--- src/rtl/ds_window_addr_gen.sv ---
// ============================================================================
// Module   : ds_window_addr_gen
// Purpose  : 2x2 down-sampling read-address generator; emits the four
//            window addresses per output pixel over valid/ready.
// Options  : DS_EDGE_CLAMP_EN - include odd trailing column/row (clamped)
// Revision : 1.0 - initial release
// ============================================================================
`default_nettype none

module ds_window_addr_gen #(
    parameter int AW    = 18,
    parameter int DIM_W = 18
) (
    input  logic             clk,
    input  logic             rst,
    input  logic             start,
    input  logic [DIM_W-1:0] width_in,
    input  logic [DIM_W-1:0] height_in,
    input  logic [AW-1:0]    base_in,
    output logic [AW-1:0]    addr,
    output logic             addr_valid,
    input  logic             addr_ready,
    output logic [1:0]       phase,
    output logic             busy,
    output logic             done
);

    // Row/column counters carry two spare bits so +2 never overflows.
    localparam int XW = DIM_W + 2;

    typedef enum logic [1:0] {
        ST_IDLE  = 2'd0,
        ST_SETUP = 2'd1,
        ST_EMIT  = 2'd2,
        ST_FIN   = 2'd3
    } state_t;

    state_t           state_q, state_d;
    logic [DIM_W-1:0] w_q, w_d;
    logic [DIM_W-1:0] h_q, h_d;
    logic [XW-1:0]    row_q, row_d;
    logic [XW-1:0]    col_q, col_d;
    logic [AW-1:0]    row_base_q, row_base_d;
    logic [1:0]       phase_q, phase_d;

    logic [XW-1:0]    w_w_ext;
    logic [XW-1:0]    w_h_ext;
    logic [XW-1:0]    w_col_nx;
    logic [XW-1:0]    w_row_nx;
    logic             w_degenerate;
    logic             w_col_wrap;
    logic             w_row_end;
    logic             w_c_step;
    logic             w_r_step;
    logic [AW-1:0]    w_w_addr;
    logic [AW-1:0]    w_col_addr;
    logic [AW-1:0]    w_c_off;
    logic [AW-1:0]    w_r_off;
    logic [AW-1:0]    w_addr_calc;

    assign w_w_ext  = XW'(w_q);
    assign w_h_ext  = XW'(h_q);
    assign w_col_nx = col_q + XW'(2);
    assign w_row_nx = row_q + XW'(2);

`ifdef DS_EDGE_CLAMP_EN
    assign w_degenerate = (w_w_ext == '0) || (w_h_ext == '0);
    assign w_col_wrap   = (w_col_nx >= w_w_ext);
    assign w_row_end    = (w_row_nx >= w_h_ext);
    // A neighbour index that lands on W (or H) is folded back onto c (or r).
    assign w_c_step     = ((col_q + XW'(1)) != w_w_ext);
    assign w_r_step     = ((row_q + XW'(1)) != w_h_ext);
`else
    assign w_degenerate = (w_w_ext < XW'(2)) || (w_h_ext < XW'(2));
    assign w_col_wrap   = ((w_col_nx + XW'(1)) >= w_w_ext);
    assign w_row_end    = ((w_row_nx + XW'(1)) >= w_h_ext);
    assign w_c_step     = 1'b1;
    assign w_r_step     = 1'b1;
`endif

    assign w_w_addr    = AW'(w_q);
    assign w_col_addr  = AW'(col_q);
    assign w_c_off     = w_c_step ? AW'(1) : '0;
    assign w_r_off     = w_r_step ? w_w_addr : '0;
    // phase[1] selects the lower row, phase[0] the right column.
    assign w_addr_calc = row_base_q + w_col_addr
                       + (phase_q[1] ? w_r_off : '0)
                       + (phase_q[0] ? w_c_off : '0);

    assign addr_valid = (state_q == ST_EMIT);
    assign addr       = addr_valid ? w_addr_calc : '0;
    assign phase      = phase_q;
    assign busy       = (state_q != ST_IDLE);
    assign done       = (state_q == ST_FIN);

    always_comb begin
        state_d    = state_q;
        w_d        = w_q;
        h_d        = h_q;
        row_d      = row_q;
        col_d      = col_q;
        row_base_d = row_base_q;
        phase_d    = phase_q;

        case (state_q)
            ST_IDLE: begin
                if (start) begin
                    w_d        = width_in;
                    h_d        = height_in;
                    row_base_d = base_in;
                    row_d      = '0;
                    col_d      = '0;
                    phase_d    = 2'd0;
                    state_d    = ST_SETUP;
                end
            end
            ST_SETUP: begin
                phase_d = 2'd0;
                state_d = w_degenerate ? ST_FIN : ST_EMIT;
            end
            ST_EMIT: begin
                if (addr_ready) begin
                    if (phase_q != 2'd3) begin
                        phase_d = phase_q + 2'd1;
                    end else begin
                        phase_d = 2'd0;
                        if (w_col_wrap) begin
                            col_d      = '0;
                            row_d      = w_row_nx;
                            row_base_d = row_base_q + (w_w_addr << 1);
                            if (w_row_end) begin
                                state_d = ST_FIN;
                            end
                        end else begin
                            col_d = w_col_nx;
                        end
                    end
                end
            end
            ST_FIN: begin
                state_d = ST_IDLE;
            end
            default: begin
                state_d = ST_IDLE;
            end
        endcase
    end

    // State advances on the falling edge to line up with the register file.
    always_ff @(negedge clk or posedge rst) begin
        if (rst) begin
            state_q    <= ST_IDLE;
            w_q        <= '0;
            h_q        <= '0;
            row_q      <= '0;
            col_q      <= '0;
            row_base_q <= '0;
            phase_q    <= 2'd0;
        end else begin
            state_q    <= state_d;
            w_q        <= w_d;
            h_q        <= h_d;
            row_q      <= row_d;
            col_q      <= col_d;
            row_base_q <= row_base_d;
            phase_q    <= phase_d;
        end
    end

endmodule

`default_nettype wire
--- config.mk ---
export PLATFORM = sky130hd
export DESIGN_NAME = ds_window_addr_gen
export DESIGN_NICKNAME = d
export VERILOG_FILES = /design/src/rtl/ds_window_addr_gen.sv
export SDC_FILE = /design/constraint.sdc
export NUM_CORES = 1
export LEC_CHECK = 0
export CORE_ASPECT_RATIO = 0.9
export CORE_MARGIN = 5
export CORE_UTILIZATION = 45
export DETAILED_ROUTE_END_ITERATION = 8
export DONT_BUFFER_PORTS = 1
export PLACE_DENSITY = 0.7
export SLEW_MARGIN = 0
export SYNTH_ARGS = -nofsm -noshare
export SYNTH_HDL_FRONTEND = slang
export SYNTH_SLANG_ARGS = --single-unit
--- constraint.sdc ---
create_clock -name clk -period 4.2 [get_ports clk]
set_input_delay 0.42 -clock clk [delete_from_list [all_inputs] [get_ports clk]]
set_output_delay 0.42 -clock clk [all_outputs]
set_load 0.05 [all_outputs]
==> results.txt <==
Power Density = 808 nW/µm²
sequential fraction of design power = 0.189
Detail Route Antenna Nets = 0
Layout area overhead = 30.4%
Tightest Pin Transition = 0.598 ns
wire per inst = 18.5 µm
crit path max fanout = 2
Starting DRT DRC Count = 583
final worst slack = -1.81 ns
Final GP Congestion = 0.936
R2R setup slack = 0.19 ns
Placement Setup Slack = -1.52 ns
first-pass GRT wire length = 34.8 mm
Synthesized Nets = 997
Die ar. = 19,800 µm²
Post-Syn Instances = 844
Synth Register Bits = 95
outcome = finished, violations left
core area = 16,800 µm²
largest net degree at the start of global routing = 96
max-cap violations = 0
CP endpoint = addr[14]
Via density = 5.83
critical path launch point type = register
DR pass1 iterations = 5
CTS Buf Count = 9
Slew Limit Fails = 0
NetSw = 0.00382 W
clk_skew = 0.00786 ns
Max Buffers Root-to-Sink = 2
I/O pins = 81
most frequent cell after synthesis = dfrtn_1
R2R depth = 14
relative slew slack = 0.598
LEAKAGE = 4.55 nW
Avg Inst Size Synth = 9.10 µm²
# setup viols final = 18
CTS tree = built
Mapped Area = 7680 µm²
Yosys top cell by area = dfrtn_1
failing checks = negative setup slack
Layout Nets = 1,128
Initial Util = 0.456
Crit Path Category = register to primary output
Clk Latency, worst-skew pair = 0.36 ns
Hold Crit Depth = 1
crit path capture type = primary output
R2R Path End = row_q[4]
Switching Share = 0.472
sequential fraction of the synthesis area = 0.310
RSZ-0062 raised after global routing = yes
antenna violations before repair = 3
Yosys top cell area share = 0.310
num rows = 45
Sink Count = 95
H-tree Lvls = 3
non-filler cells, final = 1,192
gr ovfl total = 0
Most used DFF post-synth = dfrtn_1
Layout Utilization = 0.595
all-layer global routing usage = 0.219
vias = 6,955
Syn. warnings = 0
Yosys cell types = 64
clock slew at reported path FFs = 0.05 ns
Cell Int Power = 0.00427 W
Post-synth ARST share = 1.00
worst r2r src = col_q[1]
Die Y = 134 µm
vias in the first global route = 6,711
filler instances = 1,372
combinational fraction of design power = 0.713
Clock power frac = 0.098
CP startpoint = phase[1]
Final Hold Viols = 0
CTS Hold Bufs = 0
placed instance area = 9320 µm²
Port Buf Inserts = 0
cell area after layout = 10,000 µm²
number of synthesized flops with an enable pin = 0
top cells by area, synth = dfrtn_1 (31%), ha_1 (13%), mux2_2 (6.3%), o21ai_0 (5.2%), fa_1 (4.7%)
Max rail drop VDD = 0.359 mV
placed cell count = 1,163
Pwr Total = 0.00809 W
hold crit path type = register to register
CP required = 3.78 ns
Commonest cells post-synth = dfrtn_1 (95), o21ai_0 (80), ha_1 (77), nand2_1 (63)
Critical Path AT = 5.59 ns
dpl hpwl = 16.5 mm
residual DRC count = 0
Die X = 148 µm
clock root buffer = clkbuf_16
final wirelength = 22.0 mm
layout cell share with drive strength beyond 1 = 0.299
cell usage in the layout (no fill, tap or decap), drive strengths merged, types with 26 or more instances in the layout:
cell type and count:
nand3 26, xnor2 36, o21ai 81, nor2 63
mux2 43, ha 77, a21oi 30, buf 149
dfrtn 95, nand2 63, inv 63
state kept, by name, indices dropped and copies added (netlist names):
| register | count |
|---|---|
| phase | 2 |
| col_q | 19 |
| w_q | 18 |
| state_q | 2 |
| h_q | 17 |
| row_q | 19 |
| row_base_q | 18 |
power by group through the flow:
stage / Combinational (W) / Clock (W) / Sequential, W
CTS: 0.00547 / 0.000813 / 0.00152
global route: 0.00626 / 0.000845 / 0.00157
global placement: 0.00520 / 0 / 0.00152
finish: 0.00577 / 0.000795 / 0.00153
detailed placement: 0.00530 / 0 / 0.00153
floorplan: 0.00335 / 0 / 0.00152
cell families after synthesis:
logic type / share of synthesized area
multiplexers: 0.0774
adder cells (fa/ha/maj): 0.172
AO/OA/AOI/OAI: 0.179
buffers and inverters: 0.0468
AND/OR/NAND/NOR: 0.154
XOR/XNOR: 0.0605
flip-flops: 0.310
layout make-up:
cell class	instances	area, µm²	area share
Multi-Input combinational cell	656	5440	0.543
Sequential cell	95	2380	0.237
Timing Repair Buffer	149	1390	0.139
Tap cell	211	264	0.0264
Inverter	64	250	0.0250
Clock buffer	11	243	0.0242
Clock inverter	5	42.5	0.00425
Antenna cell	1	2.50	0.000250
timing repair:
action | in CTS | in global routing
setup endpoints to repair | 18 | 19
setup buffers | 5 | 7
gates resized for setup | 20 | 40
pin swaps | 16 | 27
per-stage QoR:
stage	setup TNS (ns)	hold slack (ns)
6_report	-24.01	0.483
5_1_grt	-25.68	0.493
4_1_cts	-23.67	0.481
3_5_place_dp	-18.10	0.481
3_3_place_gp	-17.63	0.476
2_1_floorplan	-22.27	0.439
routing by layer:
| layer | track usage | part of all wire | wire length (µm) |
|---|---|---|---|
| met1 | 0.308 | 0.45 | 9850 |
| met2 | 0.342 | 0.46 | 10200 |
| met3 | 0.0392 | 0.057 | 1250 |
| met4 | 0.0745 | 0.031 | 682 |
| met5 | 0 | 0.00068 | 15 |
worst min-delay path by stage:
stage / start / endpoint
after floorplan: row_base_q[0] / row_base_q[0]
after global placement: h_q[13] / h_q[13]
after detailed placement: h_q[13] / h_q[13]
after CTS: h_q[13] / h_q[13]
after global routing: h_q[13] / h_q[13]
final: h_q[13] / h_q[13]
worst max-delay path, stage by stage, from the launching register on:
cell      delay (ns)
dfrtn_1         0.37
buf_4           0.15
buf_6           0.10
and2_4          0.15
ha_4            0.24
ha_4            0.16
fa_2            0.41
a21oi_2         0.19
o211ai_1        0.16
o21ai_2         0.23
o21ai_2         0.11
buf_4           0.15
a311oi_2        0.25
xor2_1          0.26
nor2_4          0.06
buf_12          0.15
(Power assumes the default switching activity.)
